==> src/rtl/decode_stage_if.sv <==
// decode_stage_if: handshake and decoded-field bundle between fetch, decode and execute
//   master: flush, in_valid, instr_in, pc_in, out_ready (fetch/execute side)
//   slave : in_ready, out_valid, pc_out, opcode, rd, rs1, rs2, funct3, funct7,
//           imm, itype, reg_we, illegal (decode side)
interface decode_stage_if #(parameter int PC_W = 12);
    logic            flush;
    logic            in_valid;
    logic            in_ready;
    logic [31:0]     instr_in;
    logic [PC_W-1:0] pc_in;
    logic            out_valid;
    logic            out_ready;
    logic [PC_W-1:0] pc_out;
    logic [6:0]      opcode;
    logic [4:0]      rd;
    logic [4:0]      rs1;
    logic [4:0]      rs2;
    logic [2:0]      funct3;
    logic [6:0]      funct7;
    logic [31:0]     imm;
    logic [2:0]      itype;
    logic            reg_we;
    logic            illegal;

    modport master (
        output flush, in_valid, instr_in, pc_in, out_ready,
        input  in_ready, out_valid, pc_out, opcode, rd, rs1, rs2, funct3, funct7,
               imm, itype, reg_we, illegal
    );

    modport slave (
        input  flush, in_valid, instr_in, pc_in, out_ready,
        output in_ready, out_valid, pc_out, opcode, rd, rs1, rs2, funct3, funct7,
               imm, itype, reg_we, illegal
    );
endinterface

==> src/rtl/decode_stage.sv <==
// decode_stage: RV32I decode with a DEPTH-entry skid buffer of pre-decoded entries
//   clk, rst : clock, asynchronous active-high reset
//   bus      : decode_stage_if.slave (fetch handshake in, decoded head entry out)
//   DECODE_ILLEGAL_DETECT_EN : when defined, unmapped opcodes raise illegal
module decode_stage #(
    parameter int PC_W  = 12,
    parameter int DEPTH = 2
) (
    input  logic          clk,
    input  logic          rst,
    decode_stage_if.slave bus
);
    typedef struct packed {
        logic [PC_W-1:0] pc;
        logic [6:0]      opcode;
        logic [4:0]      rd;
        logic [4:0]      rs1;
        logic [4:0]      rs2;
        logic [2:0]      funct3;
        logic [6:0]      funct7;
        logic [31:0]     imm;
        logic [2:0]      itype;
        logic            reg_we;
        logic            illegal;
    } entry_t;

    localparam logic [0:0] LAST = 1'(DEPTH - 1);

    entry_t     mem [DEPTH];
    entry_t     head;
    logic [0:0] rd_ptr, wr_ptr, sel;
    logic [1:0] count;
    logic       acc, con;

    function automatic logic [0:0] nxt(input logic [0:0] p);
        return (p == LAST) ? 1'b0 : p + 1'b1;
    endfunction

    function automatic logic [0:0] prv(input logic [0:0] p);
        return (p == 1'b0) ? LAST : p - 1'b1;
    endfunction

    function automatic entry_t decode(input logic [31:0] i, input logic [PC_W-1:0] pc);
        entry_t e;
        logic   wr;
        e        = '0;
        wr       = 1'b1;
        e.pc     = pc;
        e.opcode = i[6:0];
        e.rd     = i[11:7];
        e.rs1    = i[19:15];
        e.rs2    = i[24:20];
        e.funct3 = i[14:12];
        e.funct7 = i[31:25];
        case (i[6:0])
            7'b0110011: e.itype = 3'd0;
            7'b0010011: begin e.itype = 3'd1; e.imm = {{20{i[31]}}, i[31:20]}; end
            7'b0000011: begin e.itype = 3'd2; e.imm = {{20{i[31]}}, i[31:20]}; end
            7'b0100011: begin e.itype = 3'd3; e.imm = {{20{i[31]}}, i[31:25], i[11:7]}; wr = 1'b0; end
            7'b1100011: begin
                e.itype = 3'd4;
                e.imm   = {{19{i[31]}}, i[31], i[7], i[30:25], i[11:8], 1'b0};
                wr      = 1'b0;
            end
            7'b1101111: begin e.itype = 3'd5; e.imm = {{11{i[31]}}, i[31], i[19:12], i[20], i[30:21], 1'b0}; end
            7'b1100111: begin e.itype = 3'd6; e.imm = {{20{i[31]}}, i[31:20]}; end
            7'b0110111,
            7'b0010111: begin e.itype = 3'd7; e.imm = {i[31:12], 12'b0}; end
            default: begin
                // unmapped opcodes (including any with i[1:0] != 2'b11) behave as a NOP
                e.itype = 3'd1;
                wr      = 1'b0;
`ifdef DECODE_ILLEGAL_DETECT_EN
                e.illegal = 1'b1;
`endif
            end
        endcase
        e.reg_we = wr & (i[11:7] != 5'd0);
        return e;
    endfunction

    assign bus.out_valid = count != 2'd0;
    assign con           = bus.out_valid & bus.out_ready;
    // a consume while full frees the slot the accept writes into
    assign bus.in_ready  = ~rst & ((count < 2'(DEPTH)) | con);
    assign acc           = bus.in_valid & bus.in_ready;

    // when empty, show the most recently consumed slot so outputs hold their last values
    assign sel  = bus.out_valid ? rd_ptr : prv(rd_ptr);
    assign head = mem[sel];

    assign bus.pc_out  = head.pc;
    assign bus.opcode  = head.opcode;
    assign bus.rd      = head.rd;
    assign bus.rs1     = head.rs1;
    assign bus.rs2     = head.rs2;
    assign bus.funct3  = head.funct3;
    assign bus.funct7  = head.funct7;
    assign bus.imm     = head.imm;
    assign bus.itype   = head.itype;
    assign bus.reg_we  = head.reg_we;
    assign bus.illegal = head.illegal;

    always_ff @(posedge clk or posedge rst) begin
        if (rst) begin
            count  <= '0;
            rd_ptr <= '0;
            wr_ptr <= '0;
            for (int k = 0; k < DEPTH; k++) mem[k] <= '0;
        end else if (bus.flush) begin
            count  <= '0;
            wr_ptr <= rd_ptr;
        end else begin
            if (acc) begin
                mem[wr_ptr] <= decode(bus.instr_in, bus.pc_in);
                wr_ptr      <= nxt(wr_ptr);
            end
            if (con) rd_ptr <= nxt(rd_ptr);
            count <= count + {1'b0, acc} - {1'b0, con};
        end
    end
endmodule
==> src/flat_wrapper.sv <==
// flat-port wrapper written by rule: the top's interface ports become plain ports
module decode_stage_flat 
#(
    parameter int PC_W  = 12,
    parameter int DEPTH = 2
)
  (clk, rst, bus_flush, bus_in_valid, bus_instr_in, bus_pc_in, bus_out_ready, bus_in_ready, bus_out_valid, bus_pc_out, bus_opcode, bus_rd, bus_rs1, bus_rs2, bus_funct3, bus_funct7, bus_imm, bus_itype, bus_reg_we, bus_illegal);
  decode_stage_if #(.PC_W(PC_W)) bus_i ();
  input  logic clk;
  input  logic rst;
  input wire logic [$bits(bus_i.flush)-1:0] bus_flush;
  input wire logic [$bits(bus_i.in_valid)-1:0] bus_in_valid;
  input wire logic [$bits(bus_i.instr_in)-1:0] bus_instr_in;
  input wire logic [$bits(bus_i.pc_in)-1:0] bus_pc_in;
  input wire logic [$bits(bus_i.out_ready)-1:0] bus_out_ready;
  output wire logic [$bits(bus_i.in_ready)-1:0] bus_in_ready;
  output wire logic [$bits(bus_i.out_valid)-1:0] bus_out_valid;
  output wire logic [$bits(bus_i.pc_out)-1:0] bus_pc_out;
  output wire logic [$bits(bus_i.opcode)-1:0] bus_opcode;
  output wire logic [$bits(bus_i.rd)-1:0] bus_rd;
  output wire logic [$bits(bus_i.rs1)-1:0] bus_rs1;
  output wire logic [$bits(bus_i.rs2)-1:0] bus_rs2;
  output wire logic [$bits(bus_i.funct3)-1:0] bus_funct3;
  output wire logic [$bits(bus_i.funct7)-1:0] bus_funct7;
  output wire logic [$bits(bus_i.imm)-1:0] bus_imm;
  output wire logic [$bits(bus_i.itype)-1:0] bus_itype;
  output wire logic [$bits(bus_i.reg_we)-1:0] bus_reg_we;
  output wire logic [$bits(bus_i.illegal)-1:0] bus_illegal;
  assign bus_i.flush = bus_flush;
  assign bus_i.in_valid = bus_in_valid;
  assign bus_i.instr_in = bus_instr_in;
  assign bus_i.pc_in = bus_pc_in;
  assign bus_i.out_ready = bus_out_ready;
  assign bus_in_ready = bus_i.in_ready;
  assign bus_out_valid = bus_i.out_valid;
  assign bus_pc_out = bus_i.pc_out;
  assign bus_opcode = bus_i.opcode;
  assign bus_rd = bus_i.rd;
  assign bus_rs1 = bus_i.rs1;
  assign bus_rs2 = bus_i.rs2;
  assign bus_funct3 = bus_i.funct3;
  assign bus_funct7 = bus_i.funct7;
  assign bus_imm = bus_i.imm;
  assign bus_itype = bus_i.itype;
  assign bus_reg_we = bus_i.reg_we;
  assign bus_illegal = bus_i.illegal;
  decode_stage #(.PC_W(PC_W), .DEPTH(DEPTH)) u_core (.clk(clk), .rst(rst), .bus(bus_i));
endmodule
==> config.mk <==
export PLATFORM = sky130hd
export DESIGN_NAME = decode_stage_flat
export DESIGN_NICKNAME = d
export VERILOG_FILES = /design/src/rtl/decode_stage_if.sv /design/src/rtl/decode_stage.sv /design/src/flat_wrapper.sv
export SDC_FILE = /design/constraint.sdc
export NUM_CORES = 1
export LEC_CHECK = 0
export ABC_AREA = 1
export CORE_MARGIN = 2
export CORE_UTILIZATION = 55
export DETAILED_ROUTE_END_ITERATION = 10
export GPL_TIMING_DRIVEN = 0
export PLACE_DENSITY = 0.92
export SKIP_CTS_REPAIR_TIMING = 1
export SLEW_MARGIN = 20
export SYNTH_ARGS = -nofsm -noshare
export SYNTH_HDL_FRONTEND = slang
export SYNTH_SLANG_ARGS = --single-unit
==> constraint.sdc <==
create_clock -name clk -period 9.9 [get_ports clk]
set_input_delay 1.98 -clock clk [delete_from_list [all_inputs] [get_ports clk]]
set_output_delay 1.98 -clock clk [all_outputs]
set_load 0.005 [all_outputs]
==> results of run 1 <==
synthesized netlist by cell type (2+ instances only):
cell / number / area (sq um)
buf_2: 14 / 70.1
dfrtp_1: 164 / 4100
nor2_1: 11 / 41.3
mux2_1: 7 / 78.8
o21ai_0: 90 / 450
xor2_1: 2 / 17.5
ha_1: 2 / 25.0
o211ai_1: 2 / 15.0
o21ai_1: 4 / 20.0
nor2_2: 2 / 12.5
clkbuf_1: 23 / 86.3
buf_6: 9 / 101
nand2_1: 350 / 1310
mux2_2: 72 / 811
nand3_1: 49 / 245
inv_1: 70 / 263
state kept, by name (all words and copies together) (netlist names):
name,count
u_core.mem,160
u_core.rd_ptr,1
u_core.count,2
u_core.wr_ptr,1
logic make-up (layout without fill, tap and decap cells):
logic type                 Yosys count  after routing  synth area share
DFF                                164            164             0.529
AOI/OAI and AO/OA                  100            100            0.0662
and+or+nand+nor                    416            416             0.213
other                                1              1          0.000483
adders and majority gates            2              2           0.00322
buffers and inverters              119            282            0.0690
xor gates and xnor gates             4              4           0.00548
muxes                               79             79             0.115
cell usage in the layout (no fill, tap or decap), types with 4 or more instances in the layout:
cell type        Yosys  layout
buf_2               14      14
buf_6                9       9
clkbuf_1            23      24
clkbuf_16            0      17
clkdlybuf4s50_1      0     130
dfrtp_1            164     164
inv_1               70      69
mux2_1               7       7
mux2_2              72      72
nand2_1            350     350
nand3_1             49      49
nor2_1              11      11
o21ai_0             90      90
o21ai_1              4       4
final cells by class:
cell class                      instances  area (sq um)  share of cell area
Clock inverter                         11           149              0.0150
Sequential cell                       164          4100               0.413
Tap cell                              180           225              0.0226
Multi-Input combinational cell        602          3130               0.314
Clock buffer                           21           470              0.0473
Timing Repair Buffer                  131          1330               0.134
Inverter                               72           278              0.0279
Buffer                                 47           265              0.0267
layer usage:
metal  vias up  share of wire  track usage
met5         -              0            0
met4         0          0.055        0.172
met3       113          0.091       0.0683
met2       453           0.47        0.506
met1      3337           0.38        0.394
li1       3123              -            -
metrics by stage:
| step | total power, mW | setup WS (ns) | hold slack [ns] |
|---|---|---|---|
| finish | 2.99 | 4.74 | 0.478 |
| global placement | 2.25 | 1.63 | 0.456 |
| CTS | 2.99 | 4.72 | 0.480 |
| floorplan | 1.67 | 3.49 | 0.443 |
| global route | 3.15 | 4.70 | 0.497 |
| detailed placement | 2.29 | 4.72 | 0.462 |
worst reg2reg max path, stage by stage, from the launching register on:
cell	delay, ns
dfrtp_1	0.41
a21oi_2	0.16
nand2_1	0.13
nor3_4	0.41
inv_2	0.22
buf_2	0.25
buf_2	0.22
nand2_1	0.10
nand2_1	0.08
power groups by stage:
stage | Combinational [mW] | Sequential (mW) | Clock [mW]
2_1_floorplan | 0.708 | 0.958 | 0
3_3_place_gp | 1.27 | 0.975 | 0
3_5_place_dp | 1.30 | 0.990 | 0
4_1_cts | 1.32 | 0.985 | 0.691
5_1_grt | 1.42 | 1.01 | 0.725
6_report | 1.31 | 0.989 | 0.692
worst paths after layout:
check	endpoint	slack, ns
setup / recovery	bus_in_ready	4.74
hold / removal	u_core.mem[138]	0.48
setup reg to reg	u_core.mem[87]	7.79
hold reg to reg	u_core.mem[138]	0.48
max in group asynchronous	u_core.mem[64]	7.06
min in group asynchronous	u_core.count[1]	1.99
==> reports/metrics.yaml, run 1 <==
sta:
  rsz0062_at_grt: "false"
  min_period_over_period: 0.522
  fin_crit_ns: 5.16
  slew_viol_final: 0
  fin_setup_tns_ns: 0
  max_slew_margin: 0.413
  hold_violations: 0
  fin_skew_ns: 0.00644
  fmax_mhz: 194
  worst_slew_pin_slew_ns: 0.879
  finalSetupViolCount: 0
clocking:
  cts_buffers: 17
  clock_sinks: 164
  cts_tree: "yes"
  root_buffer: "clkbuf_16"
  htreeDepth: 4
  cts_buffer_depth: 2
  clk_pin_slew_ns: 0.06
  clock_latency_ns: 0.43
synthesis:
  synth_seq_cells: 164
  synth-seq-area-share: 0.529
  syn_area_sq_mm: 0.00776
  avgSynthCellArea_sq_um: 8.77
  synth_flop_cell: "dfrtp_1"
  syn-num-nets: 936
  synth_cell_types: 30
  syn_inst: 885
  ys_warn_count: 0
  synthArstFlopShare: 1.00
  synth_edf_count: 0
final_layout:
  syn_to_final_growth_pct: 28.1
  n_fill_cell: 922
  fin_nets: 1086
  final_cell_area_sq_mm: 0.00995
  final_cells: 1228
  diodes: 0
  drive_gt1_frac: 0.130
  fin_util: 0.719
power_and_ir_drop:
  seqPwrFrac: 0.330
  power.leakage_nw: 5.18
  p_int_mw: 2.05
  power.net_switching_mw: 0.945
  clkPwrFrac: 0.231
  switching_share: 0.316
  p_per_area_mw_per_mm2: 301
  p_comb_frac: 0.439
  ir_drop_v: 0.000130
run_status:
  status: "complete, no violations"
placed_design:
  io_buffers: 130
  place.gp.congestion: 0.927
  dpl.hpwl_mm: 15.1
  placed_area_sq_mm: 0.00933
  place_inst: 1196
die:
  die_w_microns: 123
  core-area_sq_mm: 0.0138
  io_pins: 132
  fp.dieH_microns: 123
  start_util: 0.562
  dieArea_sq_mm: 0.0151
  rows: 43
setup_path:
  worstSetupPathDepth: 3
  crit_family: "buffers and inverters"
  criticalPathCategory: "input port to primary output"
  crit_path_frequent_cell: "clkdlybuf4s50_1"
  path_cells: "clkdlybuf4s50_1, a21oi_2, clkdlybuf4s50_1"
  cpPeakStageDelay_ns: 0.52
  worst-r2r-cell-count: 8
  end_kind: "primary output"
  path_buf_inv: 2
  startpoint: "rst"
  cp.required_ns: 7.92
  critPathLaunchType: "input port"
  crit_slowest_cell: "clkdlybuf4s50_1"
  r2r-start: "u_core.count[1]"
  critPathArrivalTime_ns: 3.18
  cp_max_fo: 2
global_route:
  grt_max_degree: 109
  overflow: 0
  antenna_found_initial: 0
  grt_pass1_vias: 6982
  grt_pass1_wl_mm: 35.7
  track_usage: 0.314
route:
  vias_per_cell: 5.72
  drt_iter0_drc: 969
  dr.pass1.iters: 6
  ant_nets: 0
  routed_wl_mm: 22.2
  drc: 0
  wl_per_cell_microns: 18.1
  via_count: 7026
worst_hold_path:
  worstHoldPathType: "flop to flop"
  hold_start: "u_core.mem[138]"
  hold_depth: 2
job:
  cap_violations: 0
Note: power is estimated with default switching activity, not from simulation.
==> inputs of run 2 (changes only) <==
--- a/config.mk
+++ b/config.mk
@@ -7,10 +7,10 @@
 export LEC_CHECK = 0
 export ABC_AREA = 1
 export CORE_MARGIN = 2
-export CORE_UTILIZATION = 55
+export CORE_UTILIZATION = 53
 export DETAILED_ROUTE_END_ITERATION = 10
 export GPL_TIMING_DRIVEN = 0
-export PLACE_DENSITY = 0.92
+export PLACE_DENSITY = 0.9
 export SKIP_CTS_REPAIR_TIMING = 1
 export SLEW_MARGIN = 20
 export SYNTH_ARGS = -nofsm -noshare
==> constraint.sdc (replaced) <==
create_clock -name clk -period 5.2 [get_ports clk]
set_input_delay 1.04 -clock clk [delete_from_list [all_inputs] [get_ports clk]]
set_output_delay 1.04 -clock clk [all_outputs]
set_load 0.005 [all_outputs]
==> run 2 against run 1 <==
  * Sequential power up 90%
  * Core utilization is 2.4 points lower
  * Total power increased by 92%
  * Clock skew is 0.0030 ns lower
  * Cell area increased by 0.77%
  * Hold slack got worse by 0.0029 ns
  * Sequential share of layout area is 0.31 points lower
  * Critical path type is now flop to primary output
  * Largest power group unchanged
==> reports/metrics.yaml, run 2 (same netlist as run 1, synthesis figures left out) <==
global_route:
  overflow: 0  # unchanged
  antenna_found_initial: 0  # unchanged
  track_usage: 0.292  # -0.0221
  grt_max_degree: 39  # -64%
  grt_pass1_vias: 7032  # +0.72%
  grt_pass1_wl_mm: 35.8  # +0.29%
placed_design:
  dpl.hpwl_mm: 15.4  # +1.6%
  place.gp.congestion: 0.927  # about the same
  io_buffers: 130  # unchanged
power_and_ir_drop:
  switching_share: 0.314  # -0.00194
  p_int_mw: 3.95  # +93%
  finalPower_mw: 5.76  # +92%
  ir_drop_v: 0.000264  # +100%
  p_per_area_mw_per_mm2: 574  # +91%
  power.net_switching_mw: 1.81  # +91%
  clkPwrFrac: 0.236  # +0.005
  seqPwrFrac: 0.327  # -0.003
  p_comb_frac: 0.437  # -0.002
  power.leakage_nw: 5.21  # +0.61%
die:
  io_pins: 132  # unchanged
  core-area_sq_mm: 0.0144  # +4.3%
  start_util: 0.538  # -0.0232
  dieArea_sq_mm: 0.0156  # +3.6%
  fp.dieH_microns: 125  # +1.8%
  rows: 44  # +2.3%
  die_w_microns: 125  # +1.8%
final_layout:
  top_regs: "u_core.mem: 160 flops, u_core.count: 2 flops"
  n_fill_cell: 1042  # +13%
  fin_nets: 1089  # +0.28%
  multiInputGateArea_sq_mm: 0.00313  # unchanged
  final_cell_mix: "nand2_1, dfrtp_1, clkdlybuf4s50_1"
  drive_gt1_frac: 0.133  # +0.00344
  largest_reg_flops: 160  # unchanged
  syn_to_final_growth_pct: 29.1
  top_register: "u_core.mem"
  diodes: 0  # unchanged
  mostFrequentLayoutCell: "nand2_1"
  regArea_sq_mm: 0.00410  # unchanged
route:
  routed_wl_mm: 22.1  # -0.38%
  vias_per_cell: 5.67  # -0.92%
  ant_nets: 0  # unchanged
  wl_per_cell_microns: 17.9  # -0.94%
  dr.pass1.iters: 6  # unchanged
  drc: 0  # unchanged
  drt_iter0_drc: 820  # -15%
  via_count: 7001  # -0.36%
sta:
  min_period_over_period: 0.748
  hold_violations: 0  # unchanged
  fin_setup_tns_ns: 0  # unchanged
  slew_viol_final: 0  # unchanged
  rsz0062_at_grt: "false"
  max_slew_margin: 0.438  # +0.0248
  fmax_mhz: 257
  finalSetupViolCount: 0  # unchanged
  fin_skew_ns: 0.00344  # -0.00300 ns
  worst_slew_pin_slew_ns: 0.842  # -0.0371 ns
  fin_crit_ns: 3.89
run_status:
  status: "complete, no violations"
clocking:
  clock_sinks: 164  # unchanged
  cts_buffers: 17  # unchanged
  cts_buffer_depth: 2  # unchanged
  clk_pin_slew_ns: 0.06  # about the same
  cts_tree: "yes"
  htreeDepth: 4  # unchanged
  clock_latency_ns: 0.43  # about the same
  root_buffer: "clkbuf_16"
setup_path:
  cp_max_fo: 10  # +8
  crit_slowest_cell: "xor2_2"
  path_cells: "nor2_2, xor2_2, buf_6, mux2_2, clkdlybuf4s50_1"
  cp.required_ns: 4.16  # -3.76 ns
  cpPeakStageDelay_ns: 0.69  # +0.17 ns
  end_kind: "primary output"
  critPathArrivalTime_ns: 2.85  # -0.33 ns
  critPathLaunchType: "flop"
  crit_family: "buffers and inverters"
  criticalPathCategory: "flop to primary output"
  path_buf_inv: 2  # unchanged
job:
  cap_violations: 0  # unchanged
worst_hold_path:
  worstHoldPathType: "flop to flop"
==> run 2: cell types whose count changed in the layout (fill, tap and decap cells not counted) <==
cell | previous run | this run
inv_6 | 2 | 1
buf_12 | 0 | 4
clkinv_2 | 2 | 3
bufinv_16 | 3 | 4
inv_8 | 1 | 0
buf_16 | 1 | 0
clkbuf_1 | 24 | 23
clkinvlp_4 | 3 | 4
==> run 2: layer usage <==
| metal | track usage | routed length, microns |
|---|---|---|
| met5 | 0 | 0 |
| met4 | 0.154 | 983 |
| met3 | 0.0813 | 1940 |
| met2 | 0.458 | 10500 |
| met1 | 0.370 | 8710 |
==> run 2: worst reg2reg max path: cells and delay by family (launching register included) <==
kind | cells | cell delay, ns
buffers and inverters | 3 | 0.67
AND/OR/NAND/NOR | 4 | 0.77
AO/OA/AOI/OAI | 1 | 0.17
flip-flops | 1 | 0.42
==> run 2: metrics by stage <==
stage / cells / hold WS [ns] / utilization / instance area (sq um) / setup slack, ns
2_1_floorplan: 885 / 0.443 / - / 7770 / 2.08
3_3_place_gp: 1199 / 0.456 / 0.645 / 9300 / 0.856
3_5_place_dp: 1203 / 0.464 / 0.650 / 9380 / 1.81
4_1_cts: 1235 / 0.481 / 0.695 / 10000 / 1.31
5_1_grt: 1235 / 0.496 / 0.695 / 10000 / 1.17
6_report: 1235 / 0.475 / 0.695 / 10000 / 1.31
==> run 2: final cells by class <==
| class | instances | area share |
|---|---|---|
| multi-input combinational | 602 | 0.312 |
| inverter | 72 | 0.0273 |
| clock buffer | 20 | 0.0466 |
| tap | 184 | 0.0230 |
| timing repair buffer | 134 | 0.138 |
| buffer | 47 | 0.0265 |
| clock inverter | 12 | 0.0175 |
| sequential | 164 | 0.409 |
==> run 2: power groups by stage <==
stage / combinational (mW) / clock [mW] / sequential, mW
2_1_floorplan: 1.35 / 0 / 1.82
3_3_place_gp: 2.43 / 0 / 1.85
3_5_place_dp: 2.48 / 0 / 1.88
4_1_cts: 2.52 / 1.36 / 1.87
5_1_grt: 2.70 / 1.42 / 1.92
6_report: 2.52 / 1.36 / 1.88
==> run 2: worst paths after layout <==
kind                                      start         endpoint  slack [ns]  cells past startpoint
worst max register to register  u_core.count[1]  u_core.mem[100]        3.06                      8
min in group asynchronous                   rst  u_core.count[1]        1.09                      2
worst min-delay path             u_core.mem[27]   u_core.mem[27]        0.48                      2
worst max-delay path            u_core.count[1]       bus_imm[1]        1.31                      5
max in group asynchronous                   rst   u_core.mem[76]        3.03                      5
worst min register to register   u_core.mem[27]   u_core.mem[27]        0.48                      2
==> inputs of run 3 (changes only) <==
--- a/config.mk
+++ b/config.mk
@@ -7,10 +7,10 @@
 export LEC_CHECK = 0
 export ABC_AREA = 1
 export CORE_MARGIN = 2
-export CORE_UTILIZATION = 53
+export CORE_UTILIZATION = 48
 export DETAILED_ROUTE_END_ITERATION = 10
 export GPL_TIMING_DRIVEN = 0
-export PLACE_DENSITY = 0.9
+export PLACE_DENSITY = 0.86
 export SKIP_CTS_REPAIR_TIMING = 1
 export SLEW_MARGIN = 20
 export SYNTH_ARGS = -nofsm -noshare
==> constraint.sdc (replaced) <==
create_clock -name clk -period 3.5 [get_ports clk]
set_input_delay 0.7 -clock clk [delete_from_list [all_inputs] [get_ports clk]]
set_output_delay 0.7 -clock clk [all_outputs]
set_load 0.005 [all_outputs]
==> run 3 against run 2 <==
  * Total power is 46% higher
  * Final cell count is 2.6% higher
  * Largest cell class unchanged
  * Global-route usage down 3.5 points
  * Wire length down 2.2%
  * Clock skew grew 0.0033 ns
  * Clock power up 39%
  * Clock-buffer cell count decreased by 1
  * Sequential power rose by 47%
  * Sequential cell count is the same
  * Largest power group unchanged
==> reports/metrics.yaml, run 3 (same netlist as run 1, synthesis figures left out) <==
setup_path:
  critPathArrivalTime_ns: 2.70  # -0.15 ns
  cp_max_fo: 10  # unchanged
  crit_slowest_cell: "xor2_4"
  cpPeakStageDelay_ns: 0.50  # -0.19 ns
  worstSetupPathDepth: 5  # unchanged
  worst-r2r-cell-count: 8  # unchanged
  crit_family: "buffers and inverters"
  critPathLaunchType: "flop"
  criticalPathCategory: "flop to primary output"
  path_buf_inv: 2  # unchanged
  path_cells: "nor2_2, xor2_4, buf_6, mux2_2, clkdlybuf4s50_1"
  cp.required_ns: 2.80  # -1.36 ns
  r2r_setup_slack_ns: 1.39  # -1.67 ns
  end_kind: "primary output"
final_layout:
  largest_reg_flops: 160  # unchanged
  final_cell_area_sq_mm: 0.0101  # +0.29%
  diodes: 0  # unchanged
  final_cell_mix: "nand2_1, dfrtp_1, clkdlybuf4s50_1"
  fin_util: 0.635  # -0.0598
  fin_nets: 1090  # +0.092%
  top_register: "u_core.mem"
  drive_gt1_frac: 0.131  # -0.00190
  syn_to_final_growth_pct: 29.4
  top_regs: "u_core.mem: 160 flops, u_core.count: 2 flops"
  mostFrequentLayoutCell: "nand2_1"
  final_cells: 1267  # +2.6%
global_route:
  grt_max_degree: 37  # -5.1%
  antenna_found_initial: 0  # unchanged
  grt_pass1_vias: 6821  # -3.0%
  grt_pass1_wl_mm: 34.9  # -2.6%
  track_usage: 0.256  # -0.0353
  overflow: 0  # unchanged
job:
  cap_violations: 0  # unchanged
clocking:
  htreeDepth: 4  # unchanged
  clock_sinks: 164  # unchanged
  cts_buffer_depth: 2  # unchanged
  clock_latency_ns: 0.43  # about the same
  cts_buffers: 17  # unchanged
  cts_tree: "yes"
  root_buffer: "clkbuf_16"
  clk_pin_slew_ns: 0.06  # about the same
sta:
  max_slew_margin: 0.569  # +0.131
  min_period_over_period: 0.970
  fin_skew_ns: 0.00671  # +0.00327 ns
  hold_violations: 0  # unchanged
  finalSetupViolCount: 0  # unchanged
  fin_crit_ns: 3.40
  worst_slew_pin_slew_ns: 0.647  # -0.196 ns
  slew_viol_final: 0  # unchanged
  rsz0062_at_grt: "false"
  fmax_mhz: 294
route:
  vias_per_cell: 5.30  # -6.5%
  drt_iter0_drc: 687  # -16%
  drc: 0  # unchanged
  wl_per_cell_microns: 17.0  # -4.7%
  dr.pass1.iters: 6  # unchanged
  routed_wl_mm: 21.6  # -2.2%
  ant_nets: 0  # unchanged
  via_count: 6715  # -4.1%
die:
  io_pins: 132  # unchanged
  rows: 46  # +4.5%
  die_w_microns: 131  # +4.9%
  fp.dieH_microns: 131  # +4.9%
  dieArea_sq_mm: 0.0172  # +10%
  core-area_sq_mm: 0.0158  # +9.7%
  start_util: 0.491  # -0.0477
power_and_ir_drop:
  p_int_mw: 5.75  # +45%
  finalPower_mw: 8.40  # +46%
  power.leakage_nw: 5.19  # -0.44%
  power.net_switching_mw: 2.65  # +47%
  seqPwrFrac: 0.330  # +0.003
  ir_drop_v: 0.000369  # +40%
  switching_share: 0.315  # +0.00163
  p_comb_frac: 0.445  # +0.008
  p_per_area_mw_per_mm2: 835  # +45%
  clkPwrFrac: 0.225  # -0.011
placed_design:
  place_inst: 1236  # +2.7%
  dpl.hpwl_mm: 15.5  # +0.68%
  placed_area_sq_mm: 0.00945  # +0.72%
  place.gp.congestion: 0.908  # -2.1%
  io_buffers: 130  # unchanged
worst_hold_path:
  worstHoldPathType: "flop to flop"
  hold_depth: 2  # unchanged
run_status:
  status: "complete, no violations"
[run 3: cell types whose count changed in the layout (fill, tap and decap cells not counted), sizes merged]
cell	before	now
buf	28	29
bufinv	4	3
clkbuf	43	42
clkinvlp	4	6
inv	71	70
[run 3: final timing paths]
check	to	start
setup / recovery	bus_imm[1]	u_core.count[1]
max in group asynchronous	u_core.mem[77]	rst
hold reg to reg	u_core.mem[10]	u_core.mem[10]
hold / removal	u_core.mem[10]	u_core.mem[10]
min in group asynchronous	u_core.mem[14]	rst
setup reg to reg	u_core.mem[96]	u_core.count[1]
[run 3: layout make-up]
type / instances / area (sq um)
clock buffers: 19 / 433
fillers: 1248 / 5780
repair buffers: 135 / 1410
clock inverters: 12 / 159
plain buffers: 47 / 265
multi-input cells: 602 / 3140
inverters: 72 / 274
well taps: 216 / 270
flip-flops and latches: 164 / 4100
[run 3: worst register-to-register path, delay by kind of cell, from the launching register on]
| kind | cells | cell delay (ns) |
|---|---|---|
| compound gates | 1 | 0.16 |
| buf+inv | 3 | 0.69 |
| flops | 1 | 0.42 |
| simple gates | 4 | 0.70 |
[run 3: through the flow]
step | setup slack, ns | setup TNS [ns] | hold slack, ns
global placement | -0.516 | -83.01 | 0.456
global route | 0.0164 | 0 | 0.493
detailed placement | 0.367 | 0 | 0.462
CTS | -0.0950 | -4.67 | 0.479
finish | 0.104 | 0 | 0.477
floorplan | 0.715 | 0 | 0.443
[run 3: metal layers]
metal	vias to the layer above	global-route usage	routed length, microns
met5	-	0	0
met4	0	0.126	937
met3	66	0.0575	1750
met2	333	0.411	10100
met1	3198	0.331	8820
li1	3118	-	-
[run 3: power by group through the flow]
stage,sequential [mW],combinational [mW],clock [mW]
after floorplan,2.71,2.00,0
after global placement,2.76,3.64,0
after detailed placement,2.79,3.71,0
after CTS,2.76,3.74,1.90
after global routing,2.84,4.00,1.98
final,2.77,3.73,1.89
